**src/rtl/instr_fetch_if.sv**
```systemverilog
// Instruction-memory request/response bus between the fetch unit and memory.
// The fetch unit drives the request side; the memory returns grant and read data.
interface instr_fetch_if;
    logic        imem_req;
    logic [31:0] imem_addr;
    logic        imem_gnt;
    logic        imem_rvalid;
    logic [31:0] imem_rdata;

    modport master (
        output imem_req,
        output imem_addr,
        input  imem_gnt,
        input  imem_rvalid,
        input  imem_rdata
    );

    modport slave (
        input  imem_req,
        input  imem_addr,
        output imem_gnt,
        output imem_rvalid,
        output imem_rdata
    );
endinterface

```
**src/rtl/instr_fetch.sv**
```systemverilog
// Instruction fetch unit: single-outstanding request FSM (FETCH -> WAIT -> VALID)
// with branch/jump redirect from decode and a higher-priority external flush.
// A kill flag discards the response of a request that was in flight when a
// flush arrived, so decode never sees a stale instruction.
module instr_fetch #(
    parameter logic [31:0] RESET_PC = 32'h0000_0000
) (
    input  logic                 clk,
    input  logic                 rst_n,
    instr_fetch_if.master        imem,
    output logic                 instr_valid,
    input  logic                 instr_ready,
    output logic [31:0]          instr,
    output logic [6:0]           op_code,
    output logic [2:0]           funct3,
    output logic [6:0]           funct7,
    output logic [31:0]          pc_out,
    output logic [31:0]          pc_plus4,
    input  logic                 pc_src,
    input  logic [31:0]          pc_target,
    input  logic                 flush,
    input  logic [31:0]          flush_pc,
    output logic                 misalign
);

    localparam logic [1:0] FETCH = 2'd0;
    localparam logic [1:0] WAIT  = 2'd1;
    localparam logic [1:0] VALID = 2'd2;

    localparam logic [31:0] NOP = 32'h0000_0013;

    logic [1:0]  state;
    logic [31:0] pc;
    logic        kill;

    // Redirect targets are forced onto a word boundary.
    function automatic logic [31:0] align_word(input logic [31:0] addr);
        return {addr[31:2], 2'b00};
    endfunction

    function automatic logic is_misaligned(input logic [31:0] addr);
        return |addr[1:0];
    endfunction

    // Request is held low while reset is asserted, even though state is FETCH.
    assign imem.imem_req  = rst_n && (state == FETCH);
    assign imem.imem_addr = pc;

    // pc only advances on consume or redirect, so it names the presented instruction.
    assign instr_valid = (state == VALID);
    assign pc_out      = pc;
    assign pc_plus4    = pc + 32'd4;
    assign op_code     = instr[6:0];
    assign funct3      = instr[14:12];
    assign funct7      = instr[31:25];

    // Fetch FSM: flush outranks every other event in every state.
    always_ff @(posedge clk or negedge rst_n) begin
        if (!rst_n) begin
            state    <= FETCH;
            pc       <= RESET_PC;
            kill     <= 1'b0;
            instr    <= NOP;
            misalign <= 1'b0;
        end else begin
            misalign <= 1'b0;
            case (state)
                FETCH: begin
                    if (flush) begin
                        pc       <= align_word(flush_pc);
                        misalign <= is_misaligned(flush_pc);
                        // A grant in the flush cycle is already issued; its data must die.
                        if (imem.imem_gnt) begin
                            state <= WAIT;
                            kill  <= 1'b1;
                        end
                    end else if (imem.imem_gnt) begin
                        state <= WAIT;
                    end
                end
                WAIT: begin
                    if (flush) begin
                        pc       <= align_word(flush_pc);
                        misalign <= is_misaligned(flush_pc);
                        if (imem.imem_rvalid) begin
                            state <= FETCH;
                            kill  <= 1'b0;
                        end else begin
                            kill  <= 1'b1;
                        end
                    end else if (imem.imem_rvalid) begin
                        if (kill) begin
                            state <= FETCH;
                            kill  <= 1'b0;
                        end else begin
                            instr <= imem.imem_rdata;
                            state <= VALID;
                        end
                    end
                end
                VALID: begin
                    if (flush) begin
                        pc       <= align_word(flush_pc);
                        misalign <= is_misaligned(flush_pc);
                        state    <= FETCH;
                    end else if (instr_ready) begin
                        pc       <= pc_src ? align_word(pc_target) : pc_plus4;
                        misalign <= pc_src && is_misaligned(pc_target);
                        state    <= FETCH;
                    end
                end
                default: begin
                    state <= FETCH;
                    kill  <= 1'b0;
                end
            endcase
        end
    end

endmodule

```
**src/flat_wrapper.sv**
```systemverilog
// flat-port wrapper written by rule: the top's interface ports become plain ports
module instr_fetch_flat 
#(
    parameter logic [31:0] RESET_PC = 32'h0000_0000
)
  (clk, rst_n, instr_valid, instr_ready, instr, op_code, funct3, funct7, pc_out, pc_plus4, pc_src, pc_target, flush, flush_pc, misalign, imem_imem_req, imem_imem_addr, imem_imem_gnt, imem_imem_rvalid, imem_imem_rdata);
  instr_fetch_if imem_i ();
  input  logic clk;
  input  logic rst_n;
  output logic instr_valid;
  input  logic instr_ready;
  output logic [31:0] instr;
  output logic [6:0] op_code;
  output logic [2:0] funct3;
  output logic [6:0] funct7;
  output logic [31:0] pc_out;
  output logic [31:0] pc_plus4;
  input  logic pc_src;
  input  logic [31:0] pc_target;
  input  logic flush;
  input  logic [31:0] flush_pc;
  output logic misalign;
  output wire logic [$bits(imem_i.imem_req)-1:0] imem_imem_req;
  output wire logic [$bits(imem_i.imem_addr)-1:0] imem_imem_addr;
  input wire logic [$bits(imem_i.imem_gnt)-1:0] imem_imem_gnt;
  input wire logic [$bits(imem_i.imem_rvalid)-1:0] imem_imem_rvalid;
  input wire logic [$bits(imem_i.imem_rdata)-1:0] imem_imem_rdata;
  assign imem_imem_req = imem_i.imem_req;
  assign imem_imem_addr = imem_i.imem_addr;
  assign imem_i.imem_gnt = imem_imem_gnt;
  assign imem_i.imem_rvalid = imem_imem_rvalid;
  assign imem_i.imem_rdata = imem_imem_rdata;
  instr_fetch #(.RESET_PC(RESET_PC)) u_core (.clk(clk), .rst_n(rst_n), .imem(imem_i), .instr_valid(instr_valid), .instr_ready(instr_ready), .instr(instr), .op_code(op_code), .funct3(funct3), .funct7(funct7), .pc_out(pc_out), .pc_plus4(pc_plus4), .pc_src(pc_src), .pc_target(pc_target), .flush(flush), .flush_pc(flush_pc), .misalign(misalign));
endmodule
```
**config.mk**
```make
export PLATFORM = sky130hd
export DESIGN_NAME = instr_fetch_flat
export DESIGN_NICKNAME = d
export VERILOG_FILES = /design/src/rtl/instr_fetch_if.sv /design/src/rtl/instr_fetch.sv /design/src/flat_wrapper.sv
export SDC_FILE = /design/constraint.sdc
export NUM_CORES = 1
export LEC_CHECK = 0
export ABC_AREA = 1
export BUFFER_PORTS_ARGS = -buffer_cell sky130_fd_sc_hd__buf_4
export CAP_MARGIN = 20
export CORE_MARGIN = 2
export CORE_UTILIZATION = 41
export DETAILED_ROUTE_END_ITERATION = 12
export PLACE_DENSITY = 0.77
export SYNTH_ARGS = -nofsm -noshare
export SYNTH_HDL_FRONTEND = slang
export SYNTH_SLANG_ARGS = --single-unit
```
**constraint.sdc**
```tcl
create_clock -name clk -period 2 [get_ports clk]
set_input_delay 0.1 -clock clk [delete_from_list [all_inputs] [get_ports clk]]
set_output_delay 0.1 -clock clk [all_outputs]
set_load 0.02 [all_outputs]
```
## Yosys cells after proc, flatten, opt, wreduce, memory -nomap -nowiden

Cells that the tools add are included.

| word-level totals | value |
|---|---|
| output and inout port bits | 148 |
| bits in registers | 68 |
| logic and storage cells | 51 |
| bits of input ports | 103 |

| operators by class | value |
|---|---|
| reductions and logical operators | 11 |
| equality and inequality tests | 8 |
| bitwise operators | 3 |
| add/subtract/negate cells | 1 |
| muxes and demuxes | 23 |

Operators with widths:

| kind | number |
|---|---|
| $mux W32 | 4 |
| $pmux W32 S2 | 1 |
| $add A32 B3 Y32 const B | 1 |
| $mux W2 | 7 |
| $mux W1 | 8 |
| $reduce_and A4 Y1 | 2 |
| $ne A2 B2 Y1 const B | 3 |
| $pmux W2 S3 | 1 |
| $reduce_and A3 Y1 | 2 |
| $reduce_or A2 Y1 | 3 |
| $ne A3 B1 Y1 const B | 1 |
| $ne A3 B3 Y1 const B | 1 |
| $not A1 Y1 | 3 |
| $pmux W1 S3 | 1 |
| $eq A2 B1 Y1 const B | 1 |
| $eq A2 B2 Y1 const B | 1 |
| $logic_and A1 B1 Y1 | 2 |
| $logic_not A2 Y1 | 1 |
| $ne A2 B1 Y1 const B | 1 |
| $pmux W1 S2 | 1 |
| $reduce_bool A2 Y1 | 1 |

## Longest topological paths before layout

Gate-level depths: netlist of the first run.

| logic depth | value |
|---|---|
| word-level depth | 5 |
| gate-level depth with buffers | 10 |
| depth with buffers taken out | 10 |

## Worst setup path before layout of the first run

Ideal clock, no wire load.

| path | value |
|---|---|
| kind | reg-to-reg |
| start | register u_core.pc[2], in the netlist u_core.imem.imem_addr[2] |
| end | register u_core.pc[14], in the netlist u_core.imem.imem_addr[14] |
| cell stages (with the launch flop) | 11 |
| required time | 1934 ps |
| arrival time | 1860 ps |
| setup time | 66 ps |
| path buffers | 0 |
| clock period less this slack | 1926 ps |
| slack | 74 ps |
| path through | dfrtp_1 -> ha_1 -> nand2_1 -> nor2_2 -> nand2_2 -> nor2_2 -> xor2_1 -> nand2_1 -> nand2_1 -> nand2_1 -> nand2_1 |

| on the way | value |
|---|---|
| cells in the longest elaborated chain, start to end | 5 |

Ends and longest elaborated chain:

| element | RTL line | text |
|---|---|---|
| start: declaration | instr_fetch.sv:33 | `logic [31:0] pc;` |
| start signal: assignment | instr_fetch.sv:70 | `pc <= align_word(flush_pc);` |
| start signal: assignment | instr_fetch.sv:83 | `pc <= align_word(flush_pc);` |
| start signal: assignment | instr_fetch.sv:103 | `pc <= align_word(flush_pc);` |
| $add A32 B3 Y32 | instr_fetch.sv:52 | `assign pc_plus4 = pc + 32'd4;` |
| net pc_plus4[14] | flat_wrapper.sv:17 | `output logic [31:0] pc_plus4;` |
| $mux W32 | instr_fetch.sv:107 | `pc <= pc_src ? align_word(pc_target) : pc_plus4;` |
| $mux W32 | instr_fetch.sv:106 | `end else if (instr_ready) begin` |
| $mux W32 | instr_fetch.sv:102 | `if (flush) begin` |
| $pmux W32 S2 | instr_fetch.sv:67 | `case (state)` |

The timed path passes the listed nets, and every way through them passes these cells. The select of a mux whose other input is x is not followed.
A chain may end at the register's enable or synchronous reset.

## Final worst setup path of the first run

| path | value |
|---|---|
| start | register u_core.pc[3], in the netlist u_core.imem.imem_addr[3] |
| end | output port pc_plus4[20] |

| on the way | value |
|---|---|
| cells in the longest elaborated chain, start to end | 1 |

Ends and longest elaborated chain:

| element | RTL line |
|---|---|
| $add A32 B3 Y32 | instr_fetch.sv:52 |
| end: declaration | flat_wrapper.sv:17 |

No other way between the ends.

==> flow_metrics.py, run 1 <==
metrics = {
    "grt": {
        "grt_usage": 0.2647,
        "grt_pass1_vias": 4849,
        "grt_pass1_wl_um": 23920,
        "globalRouteOverflowTotal": 0,
        "grt_max_degree": 57,
        "antenna_found_initial": 0,
    },
    "cts": {
        "clockBufferDepth": 2,
        "htreeDepth": 3,
        "clockRootBuffer": "clkbuf_8",
        "cts_tree": "built",
        "cts_made_buffers": 9,
        "clkTransAtPathRegs_ps": 80,
        "clock_sinks": 66,
        "clock_latency_ps": 350,
    },
    "layout": {
        "nFillCells": 868,
        "drive_above_1_share": 0.4617,
        "multi_input_area_um2": 2257,
        "layout_common_cells": "buf_4, nand2_1, nor2_1",
        "area_growth_pct": 55.14,
        "insertedDiodeCount": 0,
        "seqCellArea_um2": 1675,
        "fin_nets": 935,
        "final_common_cell": "buf_4",
        "stdcell_area_um2": 6875,
    },
    "worst_setup_path": {
        "end_kind": "output pin",
        "cpMaxStageDelayCell": "dfrtp_1",
        "criticalPathCategory": "reg2out",
        "max_stage_delay_ps": 400,
        "worstSetupStartpointType": "flip-flop",
        "arrival_ps": 1890,
        "cp_max_fo": 5,
        "crit_path_cell_trace": "ha_2 -> nand2_2 -> nor2_4 -> nand2_4 -> nor2_4 -> nand2_1 -> nand2_1 -> nand2_1 -> buf_6",
        "critical_path_required_ps": 1900,
        "cp_common_cell": "nand2_1",
    },
    "sta": {
        "max_freq_ghz": 0.5026,
        "hold_viol_final": 0,
        "tightest_slew_ps": 532.3,
        "holdWs_ps": 17.17,
        "period_share": 0.9947,
        "grt_setup_unrepaired": "true",
        "worst_slack_ps": 10.54,
        "skew_ps": 10.87,
        "drv_slew": 0,
        "maxSlewHeadroom": 0.6446,
        "period_minus_slack_ps": 1989,
        "setup_tns_ps": 0,
        "setup_violations": 0,
    },
    "floorplanning": {
        "io-pin-count": 251,
        "dieArea_um2": 11660,
        "row_count": 37,
        "dieHeight_um": 108.0,
        "core_area_um2": 10420,
        "start_util": 0.4255,
        "die_x_um": 108.0,
    },
    "routing": {
        "ant_nets": 0,
        "num_vias": 4862,
        "drc": 0,
        "wl_um": 15690,
        "dr.pass1.iters": 4,
        "drt_iter0_markers": 297,
        "route.detailed.wl_per_inst_um": 16.14,
        "vias_per_cell": 5.002,
    },
    "synth": {
        "avgSynthCellArea_um2": 7.602,
        "yosysSeqAreaShare": 0.3735,
        "syn_area_um2": 4432,
        "synthCells": 583,
        "yosysWarnings": 0,
        "ys_ff_latch": 66,
        "yosysUniqueCellTypes": 32,
    },
    "placed_design": {
        "dp_hpwl_um": 11240,
        "pre_cts_ws_ps": 204.8,
        "place_area_um2": 6045,
        "gp_congestion": 0.8611,
        "io_buffers": 244,
    },
    "job": {
        "cap_violations": 0,
    },
    "hold_path": {
        "hold_path_class": "in2reg",
    },
    "power_and_ir_drop": {
        "power.density_nw_per_um2": 1088,
        "leakagePower_nw": 3.505,
        "irDropWorstVdd_mv": 0.8609,
    },
    "status": {
        "outcome": "finished, final reports clean",
    },
}
metrics by stage:
stage | power, mW | utilization | cells
CTS | 7.325 | 0.6368 | 956
finish | 7.483 | 0.6601 | 972
global placement | 5.856 | 0.5803 | 905
global route | 7.857 | 0.6601 | 972
detailed placement | 5.944 | 0.5803 | 905
floorplan | 4.491 | - | 588
state kept, by name, indices dropped and copies added (netlist names):
signal,flops
u_core.imem.imem_addr,30
u_core.instr,32
u_core.kill,1
u_core.misalign,1
u_core.state,2
worst paths after layout:
kind | startpoint | endpoint | slack [ps] | cells after the start
setup / recovery | u_core.imem.imem_addr[3] | pc_plus4[20] | 10 | 9
hold / removal | flush_pc[2] | u_core.imem.imem_addr[2] | 20 | 3
setup reg to reg | u_core.imem.imem_addr[3] | u_core.imem.imem_addr[10] | 330 | 8
hold reg to reg | u_core.instr[15] | u_core.instr[15] | 520 | 1
max in group asynchronous | rst_n | u_core.instr[4] | 1250 | 3
min in group asynchronous | rst_n | u_core.imem.imem_addr[19] | 150 | 2
per-layer routing:
layer | global-route usage | wire (um) | vias up
li1 | - | - | 2286
met1 | 0.2929 | 5553 | 2279
met2 | 0.4699 | 8067 | 261
met3 | 0.07294 | 1547 | 36
met4 | 0.1245 | 518 | 0
met5 | 0 | 0 | -
timing repair:
action / in CTS / in global routing
pin swaps: 1 / 10
setup buffers: 2 / 16
endpoints found under the hold margin: 95 / 0
setup endpoints to repair: 13 / 21
hold buffers: 33 / 0
resized for setup: 5 / 44
layout make-up:
class / count / share of cell area
clock inverters: 7 / 0.01492
flip-flops and latches: 66 / 0.2437
clock buffers: 9 / 0.01802
multi-input cells: 411 / 0.3283
well taps: 136 / 0.02475
inverters: 38 / 0.02075
repair buffers: 305 / 0.3496
synthesized netlist by cell type (all sizes together):
cell type | instances | share of area
buf | 66 | 0.11
clkinv | 1 | 0.00085
nand3b | 2 | 0.0034
a22oi | 5 | 0.0085
nand2 | 151 | 0.13
a31oi | 1 | 0.0014
dfstp | 3 | 0.018
nor3b | 1 | 0.0017
clkbuf | 7 | 0.0059
dfrtp | 63 | 0.36
o21ai | 13 | 0.015
a32o | 2 | 0.0045
nor2 | 103 | 0.10
o21a | 8 | 0.014
conb | 1 | 0.00085
nand4 | 1 | 0.0028
a21oi | 44 | 0.050
mux2 | 32 | 0.081
xor2 | 15 | 0.035
nand3 | 25 | 0.028
nor3 | 1 | 0.0011
ha | 1 | 0.0028
inv | 37 | 0.031
worst max-delay path: cells and delay by family, from the launching register on:
family	cells	cell delay [ps]
adders and majority gates	1	210
buffers and inverters	1	130
DFF	1	400
and+or+nand+nor	7	800
power by group:
| part | internal, mW | switching [mW] |
|---|---|---|
| Sequential | 1.81 | 0.481 |
| Combinational | 1.75 | 2.14 |
| Clock | 0.712 | 0.587 |
logic make-up (layout without fill, tap and decap cells):
group,after synthesis,count (layout),share of synthesized area
AO/OA/AOI/OAI,73,73,0.09232
XOR/XNOR,15,15,0.03473
adder cells (fa/ha/maj),1,1,0.002823
buffers and inverters,111,359,0.1440
flip-flops,66,66,0.3735
multiplexers,32,32,0.08131
other,1,6,0.0008462
AND/OR/NAND/NOR,284,284,0.2705
Power figures use the tool's default switching activity.
==> run 2: changes to the inputs <==
--- a/config.mk
+++ b/config.mk
@@ -5,13 +5,13 @@
 export SDC_FILE = /design/constraint.sdc
 export NUM_CORES = 1
 export LEC_CHECK = 0
-export ABC_AREA = 1
 export BUFFER_PORTS_ARGS = -buffer_cell sky130_fd_sc_hd__buf_4
 export CAP_MARGIN = 20
 export CORE_MARGIN = 2
 export CORE_UTILIZATION = 41
 export DETAILED_ROUTE_END_ITERATION = 12
-export PLACE_DENSITY = 0.77
+export PLACE_DENSITY = 0.78
+export SKIP_CTS_REPAIR_TIMING = 1
 export SYNTH_ARGS = -nofsm -noshare
 export SYNTH_HDL_FRONTEND = slang
 export SYNTH_SLANG_ARGS = --single-unit
==> flow_metrics.py, run 2 <==
metrics = {
    "cts": {
        "clockBufferDepth": 2,
        "clock_sinks": 66,
        "clockRootBuffer": "clkbuf_8",
        "clock_latency_ps": 350,
        "htreeDepth": 3,
        "cts_made_buffers": 9,
        "clkTransAtPathRegs_ps": 80,
        "cts_tree": "built",
    },
    "sta": {
        "grt_setup_unrepaired": "true",
        "period_share": 1.098,
        "max_freq_ghz": 0.4554,
        "hold_viol_final": 5,
        "maxSlewHeadroom": 0.4183,
        "setup_violations": 16,
        "tightest_slew_ps": 872.6,
        "period_minus_slack_ps": 2196,
        "worst_slack_ps": -195.8,
        "drv_slew": 0,
        "skew_ps": 12.61,
        "holdWs_ps": -1.870,
    },
    "grt": {
        "antenna_found_initial": 0,
        "grt_pass1_vias": 4330,
        "globalRouteOverflowTotal": 0,
        "grt_usage": 0.2447,
        "grt_max_degree": 67,
        "grt_pass1_wl_um": 21810,
    },
    "layout": {
        "fin_util": 0.6816,
        "stdcell_area_um2": 7005,
        "layout_common_cells": "buf_4, dfrtp_1, a21oi_1",
        "nFillCells": 800,
        "fin_nets": 830,
        "area_growth_pct": 62.76,
        "insertedDiodeCount": 0,
        "final_common_cell": "buf_4",
        "drive_above_1_share": 0.5417,
        "largest_reg_flops": 32,
        "instances_no_fill": 867,
        "largest-register": "u_core.instr",
    },
    "synth": {
        "yosysTopAreaCell": "dfrtp_1",
        "synthArstFlopShare": 1.000,
        "ys_ff_latch": 66,
        "yosysUniqueCellTypes": 58,
        "avgSynthCellArea_um2": 9.439,
        "synth-main-ff-cell": "dfrtp_1",
        "yosysWarnings": 0,
        "synthCells": 456,
        "yosysSeqAreaShare": 0.3846,
        "yosys.cell_count.top_type": "dfrtp_1",
        "synth_edf_count": 0,
        "yosys-top-cells-count": "dfrtp_1, buf_4, a21oi_1",
        "syn_area_um2": 4304,
        "yosys-top-cells-area": "dfrtp_1, buf_4, mux2_2, a21oi_1, xnor2_1",
        "synth_top_area_share": 0.3663,
    },
    "worst_setup_path": {
        "critical_path_required_ps": 1900,
        "crit_path_cell_trace": "nand4_1 -> buf_6 -> nor4_4 -> buf_4 -> nand3_1 -> xnor2_2 -> buf_4",
        "end_kind": "output pin",
        "criticalPathCategory": "reg2out",
        "arrival_ps": 2100,
        "cpMaxStageDelayCell": "dfrtp_2",
        "cp_max_fo": 7,
        "cp_common_cell": "buf_4",
        "worstSetupStartpointType": "flip-flop",
        "max_stage_delay_ps": 440,
    },
    "power_and_ir_drop": {
        "power.density_nw_per_um2": 1011,
        "irDropWorstVdd_mv": 0.7099,
        "leakagePower_nw": 3.367,
    },
    "floorplanning": {
        "dieHeight_um": 106.5,
        "dieArea_um2": 11330,
        "io-pin-count": 251,
        "start_util": 0.4188,
        "row_count": 37,
        "die_x_um": 106.5,
        "core_area_um2": 10280,
    },
    "placed_design": {
        "place_area_um2": 6055,
        "placed_cells": 792,
        "io_buffers": 244,
        "gp_congestion": 0.9032,
        "dp_hpwl_um": 10690,
    },
    "routing": {
        "drc": 0,
        "ant_nets": 0,
        "wl_um": 15650,
        "dr.pass1.iters": 4,
        "route.detailed.wl_per_inst_um": 18.05,
        "num_vias": 4602,
        "drt_iter0_markers": 279,
        "vias_per_cell": 5.308,
    },
    "status": {
        "violations": "negative hold slack, negative setup slack",
        "outcome": "finished with violations",
    },
    "job": {
        "cap_violations": 0,
    },
    "hold_path": {
        "hold_path_class": "in2async",
    },
}
-- run 2: routing by layer --
metal / track usage / part of all wire / vias up
met1: 0.2895 / 0.38 / 2230
met4: 0.08442 / 0.030 / 0
met3: 0.05212 / 0.062 / 44
met5: 0 / 0 / -
met2: 0.4382 / 0.53 / 213
li1: - / - / 2115
-- run 2: area by class of cell --
| class | count | area (um2) | area share |
|---|---|---|---|
| repair buffers | 334 | 2623 | 0.3744 |
| multi-input cells | 308 | 2291 | 0.3270 |
| flip-flops and latches | 66 | 1668 | 0.2381 |
| well taps | 136 | 170.2 | 0.02429 |
| clock buffers | 10 | 137.6 | 0.01965 |
| clock inverters | 6 | 90.09 | 0.01286 |
| inverters | 7 | 26.28 | 0.003751 |
-- run 2: power breakdown --
| part | internal (mW) | switching, mW |
|---|---|---|
| Combinational | 1.71 | 1.93 |
| Clock | 0.738 | 0.544 |
| Sequential | 1.79 | 0.374 |
| Total | 4.23 | 2.85 |
-- run 2: logic make-up (layout without fill, tap and decap cells) --
logic type | count (synthesis) | count (layout) | synth area share
simple gates | 137 | 137 | 0.1799
compound gates | 97 | 97 | 0.1410
buf+inv | 87 | 357 | 0.1334
flops | 66 | 66 | 0.3846
mux | 40 | 40 | 0.1023
xor+xnor | 27 | 27 | 0.05494
fa+ha+maj | 1 | 1 | 0.002907
other cells | 1 | 6 | 0.0008713
-- run 2: path summary, 6_finish.rpt --
check	from	slack [ps]	end	cells past startpoint
setup / recovery	u_core.imem.imem_addr[3]	-200	pc_plus4[25]	7
hold / removal	rst_n	-2	u_core.imem.imem_addr[13]	2
setup reg to reg	u_core.imem.imem_addr[16]	80	u_core.imem.imem_addr[30]	7
hold reg to reg	u_core.instr[24]	510	u_core.instr[24]	1
max in group asynchronous	rst_n	1390	u_core.imem.imem_addr[5]	2
min in group clk	imem_imem_rdata[22]	0	u_core.instr[22]	2
-- run 2: critical path, delay by kind of cell (launching register included) --
family        cells  cell delay (ps)
xor+xnor          1              210
buf+inv           3              510
flops             1              440
simple gates      3              600
-- run 2: stage by stage --
step	setup TNS [ps]	total power [mW]	worst slack [ps]
5_1_grt	-3775	7.411	-310.1
3_3_place_gp	0	5.527	86.25
6_report	-1589	7.082	-195.8
3_5_place_dp	0	5.596	77.51
4_1_cts	-3417	6.890	-299.3
2_1_floorplan	0	4.256	8.133
